--- config.mk ---
export PLATFORM = sky130hd
export DESIGN_NAME = data_mem_bridge_flat
export DESIGN_NICKNAME = d
export VERILOG_FILES = /design/src/rtl/data_mem_bridge_pkg.sv /design/src/rtl/data_mem_bridge_if.sv /design/src/rtl/data_mem_bridge.sv /design/src/flat_wrapper.sv
export SDC_FILE = /design/constraint.sdc
export NUM_CORES = 1
export LEC_CHECK = 0
export CORE_ASPECT_RATIO = 1.2
export CORE_UTILIZATION = 39
export CTS_BUF_LIST = sky130_fd_sc_hd__clkbuf_4 sky130_fd_sc_hd__clkbuf_8
export CTS_CLUSTER_DIAMETER = 30
export DETAILED_ROUTE_END_ITERATION = 12
export GPL_TIMING_DRIVEN = 0
export MAX_ROUTING_LAYER = met4
export PLACE_DENSITY = 0.8
export SYNTH_ARGS = -nofsm -noshare
export SYNTH_HDL_FRONTEND = slang
export SYNTH_SLANG_ARGS = --single-unit
--- constraint.sdc ---
create_clock -name clk -period 1.7 [get_ports clk]
set_input_delay 0.34 -clock clk [delete_from_list [all_inputs] [get_ports clk]]
set_output_delay 0.34 -clock clk [all_outputs]
set_load 0.005 [all_outputs]
--- src/rtl/data_mem_bridge_pkg.sv ---
// rtl/data_mem_bridge_pkg.sv - shared access-direction codes and FSM state encoding for data_mem_bridge
package data_mem_bridge_pkg;

  // Access direction as carried by mem_rw_in; the bus write-enable follows MEM_WRITE.
  localparam logic MEM_READ  = 1'b0;
  localparam logic MEM_WRITE = 1'b1;

  // Bridge states; encodings kept identical to the legacy defines.
  typedef enum logic [1:0] {
    DMEM_IDLE = 2'd0,
    DMEM_REQ  = 2'd1,
    DMEM_DONE = 2'd2
  } dmem_state_e;

endpackage

--- src/rtl/data_mem_bridge_if.sv ---
// rtl/data_mem_bridge_if.sv - req/ack data-memory bus between the MEM-stage bridge and data memory
interface data_mem_bridge_if #(
  parameter int ADDR_WIDTH = 32,
  parameter int DATA_WIDTH = 32
);
  logic                  bus_req;
  logic                  bus_we;
  logic [3:0]            bus_sel;
  logic [ADDR_WIDTH-1:0] bus_addr;
  logic [DATA_WIDTH-1:0] bus_wdata;
  logic                  bus_ack;
  logic [DATA_WIDTH-1:0] bus_rdata;
  logic                  bus_error;

  modport master (
    output bus_req, bus_we, bus_sel, bus_addr, bus_wdata, bus_error,
    input  bus_ack, bus_rdata
  );

  modport slave (
    input  bus_req, bus_we, bus_sel, bus_addr, bus_wdata, bus_error,
    output bus_ack, bus_rdata
  );
endinterface

--- src/rtl/data_mem_bridge.sv ---
// rtl/data_mem_bridge.sv - MEM-stage bus master: one req/ack transaction per access; optional timeout under DMEM_TIMEOUT_EN
module data_mem_bridge
  import data_mem_bridge_pkg::*;
#(
  parameter int ADDR_WIDTH     = 32,
  parameter int DATA_WIDTH     = 32,
  parameter int TIMEOUT_CYCLES = 255
) (
  input  logic                  clk,
  input  logic                  rst_n,
  input  logic                  flush,
  input  logic                  pipe_stall,
  input  logic                  mem_enable_in,
  input  logic                  mem_rw_in,
  input  logic [3:0]            mem_sel_in,
  input  logic [ADDR_WIDTH-1:0] addr_in,
  input  logic [DATA_WIDTH-1:0] wdata_in,
  output logic                  stall_req,
  output logic [DATA_WIDTH-1:0] mem_read_out,
  data_mem_bridge_if.master     bus
);

  // Word alignment: the bus only ever sees word addresses.
  localparam logic [ADDR_WIDTH-1:0] WORD_MASK = ~ADDR_WIDTH'(3);

  if (TIMEOUT_CYCLES < 1 || TIMEOUT_CYCLES > 255) begin : g_bad_timeout
    $error("data_mem_bridge: TIMEOUT_CYCLES must be within 1..255");
  end

  dmem_state_e state;
  logic        drop;
  logic        drop_now;

  // A flush arriving in the same cycle as the ack squashes that access too.
  assign drop_now = drop | flush;

  // Hold the pipeline while an access is being launched or is in flight.
  assign stall_req = ((state == DMEM_IDLE) & mem_enable_in & ~flush) | (state == DMEM_REQ);

`ifdef DMEM_TIMEOUT_EN
  localparam logic [7:0] TIMEOUT_LAST = 8'(TIMEOUT_CYCLES - 1);
  logic [7:0] wait_cnt;
  logic       bus_error_q;
  assign bus.bus_error = bus_error_q;
`else
  assign bus.bus_error = 1'b0;
`endif

  // Bridge FSM with registered bus outputs and latched read word.
  always_ff @(posedge clk or negedge rst_n) begin
    if (!rst_n) begin
      state         <= DMEM_IDLE;
      drop          <= 1'b0;
      bus.bus_req   <= 1'b0;
      bus.bus_we    <= 1'b0;
      bus.bus_sel   <= 4'b0000;
      bus.bus_addr  <= '0;
      bus.bus_wdata <= '0;
      mem_read_out  <= '0;
`ifdef DMEM_TIMEOUT_EN
      wait_cnt      <= 8'd0;
      bus_error_q   <= 1'b0;
`endif
    end else begin
`ifdef DMEM_TIMEOUT_EN
      bus_error_q <= 1'b0;
`endif
      case (state)
        DMEM_IDLE: begin
          if (mem_enable_in && !flush) begin
            bus.bus_req   <= 1'b1;
            bus.bus_we    <= (mem_rw_in == MEM_WRITE);
            bus.bus_sel   <= mem_sel_in;
            bus.bus_addr  <= addr_in & WORD_MASK;
            bus.bus_wdata <= wdata_in;
            drop          <= 1'b0;
`ifdef DMEM_TIMEOUT_EN
            wait_cnt      <= 8'd0;
`endif
            state         <= DMEM_REQ;
          end
        end

        DMEM_REQ: begin
          if (bus.bus_ack) begin
            bus.bus_req <= 1'b0;
            if (bus.bus_we == MEM_READ && !drop_now)
              mem_read_out <= bus.bus_rdata;
            drop  <= 1'b0;
            state <= drop_now ? DMEM_IDLE : DMEM_DONE;
          end
`ifdef DMEM_TIMEOUT_EN
          else if (wait_cnt == TIMEOUT_LAST) begin
            bus.bus_req <= 1'b0;
            bus_error_q <= 1'b1;
            if (bus.bus_we == MEM_READ && !drop_now)
              mem_read_out <= '0;
            drop  <= 1'b0;
            state <= drop_now ? DMEM_IDLE : DMEM_DONE;
          end
`endif
          else begin
            if (flush)
              drop <= 1'b1;
`ifdef DMEM_TIMEOUT_EN
            wait_cnt <= wait_cnt + 8'd1;
`endif
          end
        end

        DMEM_DONE: begin
          if (flush || !pipe_stall)
            state <= DMEM_IDLE;
        end

        default: state <= DMEM_IDLE;
      endcase
    end
  end

endmodule
--- src/flat_wrapper.sv ---
// flat-port wrapper written by rule: the top's interface ports become plain ports
module data_mem_bridge_flat import data_mem_bridge_pkg::*;
#(
  parameter int ADDR_WIDTH     = 32,
  parameter int DATA_WIDTH     = 32,
  parameter int TIMEOUT_CYCLES = 255
)
  (clk, rst_n, flush, pipe_stall, mem_enable_in, mem_rw_in, mem_sel_in, addr_in, wdata_in, stall_req, mem_read_out, bus_bus_req, bus_bus_we, bus_bus_sel, bus_bus_addr, bus_bus_wdata, bus_bus_error, bus_bus_ack, bus_bus_rdata);
  data_mem_bridge_if #(.ADDR_WIDTH(ADDR_WIDTH), .DATA_WIDTH(DATA_WIDTH)) bus_i ();
  input  logic clk;
  input  logic rst_n;
  input  logic flush;
  input  logic pipe_stall;
  input  logic mem_enable_in;
  input  logic mem_rw_in;
  input  logic [3:0] mem_sel_in;
  input  logic [ADDR_WIDTH-1:0] addr_in;
  input  logic [DATA_WIDTH-1:0] wdata_in;
  output logic stall_req;
  output logic [DATA_WIDTH-1:0] mem_read_out;
  output wire logic [$bits(bus_i.bus_req)-1:0] bus_bus_req;
  output wire logic [$bits(bus_i.bus_we)-1:0] bus_bus_we;
  output wire logic [$bits(bus_i.bus_sel)-1:0] bus_bus_sel;
  output wire logic [$bits(bus_i.bus_addr)-1:0] bus_bus_addr;
  output wire logic [$bits(bus_i.bus_wdata)-1:0] bus_bus_wdata;
  output wire logic [$bits(bus_i.bus_error)-1:0] bus_bus_error;
  input wire logic [$bits(bus_i.bus_ack)-1:0] bus_bus_ack;
  input wire logic [$bits(bus_i.bus_rdata)-1:0] bus_bus_rdata;
  assign bus_bus_req = bus_i.bus_req;
  assign bus_bus_we = bus_i.bus_we;
  assign bus_bus_sel = bus_i.bus_sel;
  assign bus_bus_addr = bus_i.bus_addr;
  assign bus_bus_wdata = bus_i.bus_wdata;
  assign bus_bus_error = bus_i.bus_error;
  assign bus_i.bus_ack = bus_bus_ack;
  assign bus_i.bus_rdata = bus_bus_rdata;
  data_mem_bridge #(.ADDR_WIDTH(ADDR_WIDTH), .DATA_WIDTH(DATA_WIDTH), .TIMEOUT_CYCLES(TIMEOUT_CYCLES)) u_core (.clk(clk), .rst_n(rst_n), .flush(flush), .pipe_stall(pipe_stall), .mem_enable_in(mem_enable_in), .mem_rw_in(mem_rw_in), .mem_sel_in(mem_sel_in), .addr_in(addr_in), .wdata_in(wdata_in), .stall_req(stall_req), .mem_read_out(mem_read_out), .bus(bus_i));
endmodule
# Word-level counts from Yosys, hierarchy flattened
# Index checks and enable logic that the tools add are counted.
dict set report op_classes {
  n_eq_ne 6
  mux 12
  bitwise 6
  reduce_logical 13
}
# op count
set op_table {}
lappend op_table {{3-bit AND reduction} 4}
lappend op_table {{2-bit two-way mux} 4}
lappend op_table {{2-bit one-hot mux with 3 select lines} 1}
lappend op_table {{1-bit two-way mux} 5}
lappend op_table {{2-bit inequality test, second input constant} 2}
lappend op_table {{1-bit one-hot mux with 2 select lines} 2}
lappend op_table {{1-bit logical NOT} 3}
lappend op_table {{3-bit inequality test, second input constant} 1}
lappend op_table {{1-bit AND} 2}
lappend op_table {{2-bit by 1-bit == test with 1-bit output, second input constant} 1}
lappend op_table {{2-bit == test, second input constant} 1}
lappend op_table {{1-bit logical AND} 2}
lappend op_table {{2-bit logical NOT} 1}
lappend op_table {{2-bit by 1-bit inequality test with 1-bit output, second input constant} 1}
lappend op_table {{1-bit inverter} 2}
lappend op_table {{1-bit bitwise OR} 2}
lappend op_table {{2-bit AND reduction} 1}
lappend op_table {{2-bit nonzero test} 1}
lappend op_table {{1-bit logical OR} 1}
dict set report totals {
  register_bits 103
  inputBits 107
  output_inout_bits 104
  wordCells 45
}

# Depth between registers and ports, before layout
# Gate-level depths: netlist of run 1.
dict set report logic_depth {
  word_depth 4
  mapped_depth 4
  ltp_nobuf 3
}

# Worst setup path after synthesis of run 1
# No wires, ideal clock.
dict set report synth_timing {
  path_type {register -> output}
  start {reg u_core.state[1]}
  end {out stall_req}
  t_arrival_ns 1.088
  required_time_ns 1.360
  path_slack_ns 0.272
  stages_incl_launch_ff 4
  path_buffers 1
  cell_sequence {dfrtp_1 -> nor3_4 -> buf_6 -> or2_2}
}
dict set report synth_between {
  elab_chain_len 4
  elab_cells_between_ends 5
  classes_between {eq/ne: 1; bitwise: 3; reduce/logical: 1}
}
# item line
set synth_rtl {}
lappend synth_rtl {{start: declaration} data_mem_bridge.sv:30} ;# dmem_state_e state;
lappend synth_rtl {{start signal: assignment} data_mem_bridge.sv:90} ;# state <= drop_now ? DMEM_IDLE : DMEM_DONE;
lappend synth_rtl {{2-bit logical NOT} data_mem_bridge.sv:38} ;# assign stall_req = ((state == DMEM_IDLE) & mem_enable_in & ~flush) | (state == DMEM_REQ);
lappend synth_rtl {{1-bit AND (2 in a row)} data_mem_bridge.sv:38}
lappend synth_rtl {{1-bit bitwise OR *} data_mem_bridge.sv:38}
lappend synth_rtl {{end: declaration} flat_wrapper.sv:19} ;# output logic stall_req;
# Every way passes the cells marked *; elsewhere a longest branch is shown, timed or not.

# Worst setup path after layout of run 1
# Ends and elaborated chain as after synthesis.

==> results of run 1 <==
==> final timing paths <==
kind,depth (start not counted),endpoint,startpoint
min,2,u_core.state[1],flush
max in group asynchronous,3,u_core.bus.bus_addr[29],rst_n
max,5,stall_req,u_core.state[1]
min in group asynchronous,2,u_core.bus.bus_addr[11],rst_n
max reg2reg,5,u_core.bus.bus_wdata[21],u_core.state[1]
min reg2reg,1,u_core.bus.bus_req,u_core.bus.bus_req
==> flip-flops by register name, summed over array words and instances (netlist names) <==
signal,cells
u_core.bus.bus_wdata,32
u_core.mem_read_out,32
u_core.bus.bus_addr,30
u_core.bus.bus_sel,4
u_core.state,2
u_core.bus.bus_req,1
u_core.bus.bus_we,1
u_core.drop,1
==> Yosys cell counts <==
library cell    n  share of area (%)
inv_1           2               0.19
a21oi_1         3               0.38
mux2_2         97                 27
nor3_4          1               0.41
nand3_4         1               0.44
clkbuf_8        3                1.0
o21ai_0         1               0.13
or2_2           1               0.16
and2b_2         1               0.22
a21o_1          1               0.19
dfrtp_1       103                 65
buf_4           3               0.57
nand2b_4        1               0.35
buf_6           7                2.0
nand2_1         3               0.28
mux2_4          2               0.75
and2b_1         1               0.19
a21o_2          1               0.22
nor2_1          1              0.094
nand3b_1        1               0.19
conb_1          1              0.094
==> critical path, cell delays in order, from the launching register on <==
cell     delay, ns
dfrtp_1       0.41
buf_6         0.13
nor3_4        0.16
buf_6         0.13
or2_4         0.10
buf_6         0.08
==> cells by family (layout without fill, tap and decap cells) <==
logic type	Yosys count	after routing	share of synthesized area, %
muxes	99	99	28.2
AOI/OAI and AO/OA	6	6	0.911
DFF	103	103	64.7
other	1	3	0.0942
buffers and inverters	15	244	3.77
and+or+nand+nor	11	11	2.33
==> power by group through the flow <==
stage                     sequential, uW  combinational, uW  clock (uW)
after detailed placement            3740               3110           0
after global routing                3780               3320        1660
after global placement              3680               3050           0
after CTS                           3690               3160        1580
final                               3670               3110        1520
after floorplan                     3780                896           0
==> metal layers <==
| layer | wire length, um | vias up | track usage (%) |
|---|---|---|---|
| met5 | 0 | - | - |
| met3 | 588 | 18 | 3.56 |
| met4 | 242 | 0 | 9.44 |
| met1 | 3490 | 1335 | 20.3 |
| li1 | - | 1266 | - |
| met2 | 4780 | 126 | 31.4 |
==> metrics by stage <==
step / utilization, % / std cells / total power (uW) / hold WS [ns]
final: 65.1 / 592 / 8300 / 0.352
after global routing: 65.1 / 592 / 8770 / 0.347
after CTS: 65.1 / 592 / 8430 / 0.319
after detailed placement: 62.5 / 569 / 6850 / 0.396
after global placement: 62.2 / 568 / 6730 / 0.485
after floorplan: - / 237 / 4680 / 0.0444
==> timing repair <==
item	in CTS	in global routing
endpoints found under the hold margin	34	0
gates resized for setup	9	0
setup buffers	6	0
setup endpoints to repair	68	1
hold buffers	1	0
pin swaps	1	0
==> layout by cell type (no fill, tap or decap) <==
| cell type | instances |
|---|---|
| a21o_1 | 1 |
| a21o_2 | 1 |
| a21oi_1 | 3 |
| and2b_1 | 1 |
| and2b_2 | 1 |
| buf_16 | 1 |
| buf_4 | 9 |
| buf_6 | 9 |
| bufinv_16 | 1 |
| clkbuf_8 | 13 |
| clkdlybuf4s50_1 | 201 |
| clkinv_2 | 3 |
| clkinvlp_4 | 2 |
| conb_1 | 3 |
| dfrtp_1 | 103 |
| dlygate4sd2_1 | 2 |
| dlygate4sd3_1 | 1 |
| inv_1 | 2 |
| mux2_2 | 97 |
| mux2_4 | 2 |
| nand2_1 | 3 |
| nand2b_4 | 1 |
| nand3_4 | 1 |
| nand3b_1 | 1 |
| nor2_1 | 1 |
| nor3_4 | 1 |
| o21ai_0 | 1 |
| or2_4 | 1 |
==> layout make-up <==
type,count,share of cell area [%]
Multi-Input combinational cell,119,19.5
Sequential cell,103,39.8
Clock buffer,10,2.12
Buffer,13,2.20
Clock inverter,6,0.926
Timing Repair Buffer,213,32.9
Tap cell,126,2.43
Inverter,2,0.116
==> out/metrics.cfg, run 1 <==
[cells_and_area]
nets = 568
regArea_um2 = 2580
multi_input_area_um2 = 1260
areaGrowthSynthToFinish_pct = 62.8
fillers = 761
diodes = 0
final_area_um2 = 6480
drive_above_1_share_pct = 30.7

[placed_design]
dp_slack_ns = -0.953
port_buffers = 205
hpwl_mm = 6.93
dpl_cell_area_um2 = 6220
gp_congestion = 0.727

[critical_path]
path_max_fanout = 2
crit_type = flip-flop to output port
cp-start-kind = flip-flop
cp.required_ns = 1.36
crit_path_end_kind = output port
cp_data_arrival_time_ns = 1.37
reg2reg_setup_slack_ns = 0.15

[power_and_ir_drop]
clockPowerShare_pct = 18.3
p_int_uw = 6260
power.density_nw_per_um2 = 1280
swShare_pct = 24.6
seq_power_share_pct = 44.2
ir_worst_vdd_uv = 628
p_leak_uw = 0.00274
power_switching_uw = 2040
comb_power_share_pct = 37.5

[routing]
ant_nets = 0
wl_per_cell_um = 15.4
finalWirelength_mm = 9.10
vias_per_cell = 4.64
vias = 2745
drc = 0
firstDrtPassIters = 6
drt_iter0_drc = 55

[clock_tree]
clk_pin_slew_ns = 0.09
clock_latency_ns = 0.36
cts_root_buffer = clkbuf_8
numCtsBuffers = 9
clock-sinks = 103
clockBufferDepth = 2
cts_htree_levels = 3
cts_tree = built

[global_routing]
grt.total_usage_pct = 18.5
antenna_found_initial = 0
gr-total-overflow = 0
grt_pass1_wl_mm = 14.4
grt_pass1_vias = 3015
grt_max_degree = 57

[timing]
rsz0062_at_grt = yes
fmax_ghz = 0.585
min_period_ns = 1.71
slew_viol_final = 0
worst_pin_slew_ns = 0.617
hold_viol_final = 0
fin_worst_skew_ns = 0.00647
fin_setup_tns_ns = -0.00803
fin_ws_ns = -0.00803
min_period_over_period_pct = 100
finalSetupViolCount = 1
slew_headroom_pct = 58.8

[outcome]
failed_checks = setup timing
status = finished, violations left

[synthesis]
synth_area_um2 = 3980
postSynthAreaPerCell_um2 = 16.9
syn-instance-count = 235
synth.distinct_cells = 21
ys_ff_latch = 103
seq_area_frac_synth_pct = 64.7
ys_warn_count = 0

[floorplan]
ios = 211
start_util_pct = 40.0
die_h_um = 113
die_x_um = 94.3
die_area_um2 = 10600
design.core.area_um2 = 9960
num_rows = 40

[flow_run]
cap_viol_max_count = 0

[min_path]
hold_path.class = input port to flip-flop

No activity file was read; power rests on OpenSTA's default activity.
==> run 2, diff against run 1 <==
--- a/config.mk
+++ b/config.mk
@@ -13,6 +13,7 @@
 export GPL_TIMING_DRIVEN = 0
 export MAX_ROUTING_LAYER = met4
 export PLACE_DENSITY = 0.8
+export SLEW_MARGIN = 20
 export SYNTH_ARGS = -nofsm -noshare
 export SYNTH_HDL_FRONTEND = slang
 export SYNTH_SLANG_ARGS = --single-unit
==> run 2 against run 1 <==
  * The flow still finishes with violations (setup timing)
  * First-iteration DRC count fell by 1.8%
  * Sequential power barely moved
  * Register-to-register slack got worse by 0.02 ns
  * Maximum frequency fell by 0.54%
  * Die area did not move
  * Non-clock buffer count did not move
==> out/metrics.cfg, run 2 (synthesis gave the netlist of run 1 again) <==
[critical_path]
r2r-start = u_core.state[1]
ff2ff_path_depth = 5  ; unchanged
path_max_fanout = 2  ; unchanged
cp_data_arrival_time_ns = 1.38  ; about the same
r2r-end = u_core.bus.bus_wdata[21]
timing.critical_path.from = u_core.state[1]
cp.required_ns = 1.36  ; about the same
cp-start-kind = flip-flop
reg2reg_setup_slack_ns = 0.13  ; -0.02 ns
crit_type = flip-flop to output port
crit_path_end_kind = output port

[clock_tree]
clk_pin_slew_ns = 0.09  ; about the same
cts_tree = built
cts_htree_levels = 3  ; unchanged
cts_root_buffer = clkbuf_8
clock-sinks = 103  ; unchanged
numCtsBuffers = 9  ; unchanged
clockBufferDepth = 2  ; unchanged
clock_latency_ns = 0.36  ; about the same

[timing]
fin_worst_skew_ns = 0.00800  ; +0.00153 ns
finalSetupViolCount = 1  ; unchanged
fin_ws_ns = -0.0173  ; -0.00923 ns
min_period_over_period_pct = 101  ; +0.54 points
min_period_ns = 1.72  ; +0.00923 ns
hold_viol_final = 0  ; unchanged
rsz0062_at_grt = yes
slew_viol_final = 0  ; unchanged
fin_hold_ws_ns = 0.352  ; +0.000125 ns
fmax_ghz = 0.582  ; -0.54%

[global_routing]
grt_pass1_wl_mm = 14.4  ; +0.19%
grt.total_usage_pct = 18.5  ; unchanged
grt_pass1_vias = 3042  ; +0.90%
antenna_found_initial = 0  ; unchanged
gr-total-overflow = 0  ; unchanged
grt_max_degree = 57  ; unchanged

[cells_and_area]
drive_above_1_share_pct = 30.7  ; unchanged
final_cell_mix = clkdlybuf4s50_1, dfrtp_1, mux2_2
areaGrowthSynthToFinish_pct = 62.9  ; about the same
regArea_um2 = 2580  ; unchanged
largestRegisters = u_core.bus.bus_wdata x32, u_core.mem_read_out x32, u_core.bus.bus_addr x30
layout_commonest_cell = clkdlybuf4s50_1
multi_input_area_um2 = 1260  ; unchanged
fillers = 753  ; -1.1%
diodes = 0  ; unchanged
nets = 568  ; unchanged
utilization_pct = 65.1  ; about the same

[placed_design]
dp_slack_ns = -0.950  ; +0.00375 ns
gp_congestion = 0.727  ; unchanged
hpwl_mm = 6.93  ; about the same
port_buffers = 205  ; unchanged

[outcome]
failed_checks = setup timing
status = finished, violations left

[flow_run]
cap_viol_max_count = 0  ; unchanged

[power_and_ir_drop]
power.density_nw_per_um2 = 1280  ; about the same
p_leak_uw = 0.00274  ; about the same
ir_worst_vdd_uv = 569  ; -9.4%

[floorplan]
start_util_pct = 40.0  ; unchanged
num_rows = 40  ; unchanged
die_area_um2 = 10600  ; unchanged
die_h_um = 113  ; unchanged
design.core.area_um2 = 9960  ; unchanged
ios = 211  ; unchanged
die_x_um = 94.3  ; unchanged

[min_path]
holdPathStages = 2  ; unchanged
hold_path.class = input port to flip-flop
worstHoldStart = flush
hold_end = u_core.state[1]

[routing]
firstDrtPassIters = 5  ; -1
ant_nets = 0  ; unchanged
wl_per_cell_um = 15.4  ; +0.35%
vias = 2764  ; +0.69%
drc = 0  ; unchanged
vias_per_cell = 4.67  ; +0.69%
drt_iter0_drc = 54  ; -1.8%
finalWirelength_mm = 9.14  ; +0.35%

run 2: changes by cell type in the layout (fill, tap and decap cells not counted):
cell and change:
buf_4 -1, buf_6 +1
run 2: worst max-delay path, cell delays in order (launching register included):
cell and delay [ns]:
dfrtp_1 0.41, buf_6 0.13, nor3_4 0.17, buf_6 0.13, or2_4 0.11, buf_6 0.09
run 2: what timing repair did:
item | 4_1_cts | 5_1_grt
pin swaps | 1 | 0
setup buffers | 6 | 0
hold buffers | 1 | 0
cloned | 0 | 0
gates resized for setup | 9 | 0
setup endpoints to repair | 68 | 1
hold endpoints to repair | 47 | 0
run 2: through the flow:
step,total power (uW),std cells,instance area (um2),TNS [ns]
final,8300,592,6490,-0.0173
after CTS,8430,592,6490,-0.0130
after floorplan,4680,237,3990,0
after detailed placement,6850,569,6230,-34.94
after global routing,8770,592,6490,-0.0590
after global placement,6730,568,6200,-395.21
run 2: how the worst max path moves through the flow:
stage / to / cells past startpoint / slack (ns)
after CTS: stall_req / 5 / -0.01
final: stall_req / 5 / -0.02
after floorplan: stall_req / 3 / 0.27
after detailed placement: stall_req / 6 / -0.95
after global routing: stall_req / 5 / -0.06
after global placement: u_core.bus.bus_addr[28] / 1 / -3.51
run 2: layout make-up:
cell class	instances	share of cell area [%]
Buffer	13	2.20
Clock buffer	10	2.12
Clock inverter	6	0.926
Inverter	2	0.116
Multi-Input combinational cell	119	19.5
Sequential cell	103	39.7
Tap cell	126	2.43
Timing Repair Buffer	213	33.0
run 2: metal layers:
| metal | global-route usage, % | vias to the layer above | share of wire (%) |
|---|---|---|---|
| met5 | - | - | 0 |
| li1 | - | 1268 | - |
| met3 | 3.63 | 18 | 6.5 |
| met1 | 20.0 | 1355 | 38 |
| met2 | 31.7 | 123 | 53 |
| met4 | 9.33 | 0 | 2.5 |
run 2: power breakdown:
group / internal [uW] / switching [uW]
sequential: 3270 / 403
combinational: 2270 / 837
clock: 713 / 799
total: 6260 / 2040
==> run 3, diff against run 2 <==
--- a/config.mk
+++ b/config.mk
@@ -13,6 +13,7 @@
 export GPL_TIMING_DRIVEN = 0
 export MAX_ROUTING_LAYER = met4
 export PLACE_DENSITY = 0.8
+export SETUP_SLACK_MARGIN = 0.15
 export SLEW_MARGIN = 20
 export SYNTH_ARGS = -nofsm -noshare
 export SYNTH_HDL_FRONTEND = slang
==> run 3 against run 2 <==
  * Total power is 2.4% lower
  * Register-to-register slack got worse by 0.03 ns
  * First-iteration DRC count is 11% lower
  * Clock power is essentially flat
  * Via count is 3.0% higher
  * Clock skew barely moved
  * Sequential power about the same
  * Largest cell class unchanged
  * Final area is 3.5% higher
  * Combinational power decreased by 6.4%
  * Maximum frequency barely moved
  * Non-clock buffer count up 13
  * Flip-flop and latch count unchanged
  * The flow still finishes with violations (setup timing)
==> out/metrics.cfg, run 3 (synthesis gave the netlist of run 1 again) <==
[timing]
fin_ws_ns = -0.0170  ; +0.000294 ns
finalSetupViolCount = 1  ; unchanged
slew_viol_final = 0  ; unchanged
fmax_ghz = 0.582  ; about the same
min_period_ns = 1.72  ; -0.000295 ns
rsz0062_at_grt = yes
hold_viol_final = 0  ; unchanged
fin_worst_skew_ns = 0.00763  ; -0.000373 ns
min_period_over_period_pct = 101  ; about the same

[floorplan]
die_h_um = 113  ; unchanged
die_area_um2 = 10600  ; unchanged
num_rows = 40  ; unchanged
ios = 211  ; unchanged
design.core.area_um2 = 9960  ; unchanged
die_x_um = 94.3  ; unchanged
start_util_pct = 40.0  ; unchanged

[power_and_ir_drop]
p_leak_uw = 0.00316  ; +16%
ir_worst_vdd_uv = 558  ; -2.0%
power.density_nw_per_um2 = 1210  ; -5.7%
fin_total_pwr_uw = 8100  ; -2.4%

[routing]
finalWirelength_mm = 9.76  ; +6.9%
ant_nets = 0  ; unchanged
drc = 0  ; unchanged
firstDrtPassIters = 4  ; -1
vias = 2848  ; +3.0%
drt_iter0_drc = 48  ; -11%
wl_per_cell_um = 16.1  ; +4.6%
vias_per_cell = 4.71  ; +0.83%

[critical_path]
slowest_stage = dfrtp_1
worstPathCellList = and2b_2 -> or2_4 -> buf_6
cp.required_ns = 1.36  ; about the same
r2r-end = u_core.bus.bus_wdata[25]
crit_family = simple AND/OR/NAND/NOR gates
cpPeakStageDelay_ns = 0.44  ; +0.03 ns
crit_type = flip-flop to output port
path_max_fanout = 3  ; +1
worst-path-buf-inv = 1  ; -2
cp-start-kind = flip-flop
ff2ff_path_depth = 6  ; +1
crit_path_end_kind = output port
cp_data_arrival_time_ns = 1.38  ; about the same
r2r-start = u_core.state[1]
timing.critical_path.from = u_core.state[0]
reg2reg_setup_slack_ns = 0.10  ; -0.03 ns

[placed_design]
dp_slack_ns = -0.950  ; unchanged
dpl_cell_area_um2 = 6230  ; unchanged
port_buffers = 205  ; unchanged
hpwl_mm = 6.93  ; unchanged
place_inst = 569  ; unchanged
gp_congestion = 0.727  ; unchanged

[cells_and_area]
final_area_um2 = 6710  ; +3.5%
stdcell_count = 605  ; +2.2%
areaGrowthSynthToFinish_pct = 68.5
utilization_pct = 67.4  ; +2.3 points
drive_above_1_share_pct = 32.8  ; +2.1 points
final_cell_mix = dfrtp_1, dlygate4sd2_1, clkdlybuf4s50_1
nets = 581  ; +2.3%
diodes = 0  ; unchanged
layout_commonest_cell = dfrtp_1
largestRegisters = u_core.bus.bus_wdata x32, u_core.mem_read_out x32, u_core.bus.bus_addr x30

[global_routing]
antenna_found_initial = 0  ; unchanged
grt_pass1_vias = 3067  ; +0.82%
gr-total-overflow = 0  ; unchanged
grt_max_degree = 57  ; unchanged
grt_pass1_wl_mm = 14.5  ; +0.43%
grt.total_usage_pct = 18.5  ; +0.044 points

[outcome]
failed_checks = setup timing
status = finished, violations left

[clock_tree]
clock_latency_ns = 0.36  ; about the same
clk_pin_slew_ns = 0.09  ; about the same
cts_root_buffer = clkbuf_8
clock-sinks = 103  ; unchanged
cts_tree = built
numCtsBuffers = 9  ; unchanged
clockBufferDepth = 2  ; unchanged
cts_htree_levels = 3  ; unchanged

[flow_run]
cap_viol_max_count = 0  ; unchanged

[min_path]
holdPathStages = 2  ; unchanged
hold_end = u_core.state[1]
hold_path.class = input port to flip-flop
worstHoldStart = flush

-- run 3: what timing repair did --
item / CTS / global route
setup buffers: 12 / 3
pin swaps: 1 / 0
hold buffers: 1 / 0
endpoints found under the hold margin: 47 / 0
setup endpoints to repair: 168 / 91
resized for setup: 109 / 49
gates cloned: 0 / 4
-- run 3: metrics by stage --
stage	setup TNS [ns]	hold slack [ns]
after CTS	-0.0130	0.319
after global placement	-395.21	0.485
after detailed placement	-34.94	0.299
after floorplan	0	0.0444
final	-0.0170	0.366
after global routing	-0.0726	0.375
-- run 3: where the power goes --
group	total (uW)	switching, uW	internal [uW]
clock	1530	815	713
combinational	2910	900	2010
sequential	3660	392	3270
-- run 3: metal layers --
metal	global-route usage, %	wire, um
met5	-	0
met4	9.74	316
met1	20.0	3780
met2	31.7	5060
met3	3.56	600
-- run 3: cell type report --
cell class,instances,area [um2]
timing repair buffer,226,2200
fill,733,3250
clock buffer,10,138
buffer,13,194
tap,126,158
clock inverter,6,60.1
multi-input combinational,119,1380
sequential,103,2580
inverter,2,7.51
-- run 3: how the worst max path moves through the flow --
stage,depth (start not counted),slack (ns),to
finish,3,-0.02,stall_req
floorplan,3,0.27,stall_req
global route,3,-0.07,stall_req
CTS,5,-0.01,stall_req
global placement,1,-3.51,u_core.bus.bus_addr[28]
detailed placement,6,-0.95,stall_req
-- run 3: worst reg2reg max path: cells and delay by family (launching register included) --
kind,cells,cell delay [ns]
buf+inv,4,0.60
flops,1,0.40
mux,1,0.32
simple gates,1,0.17
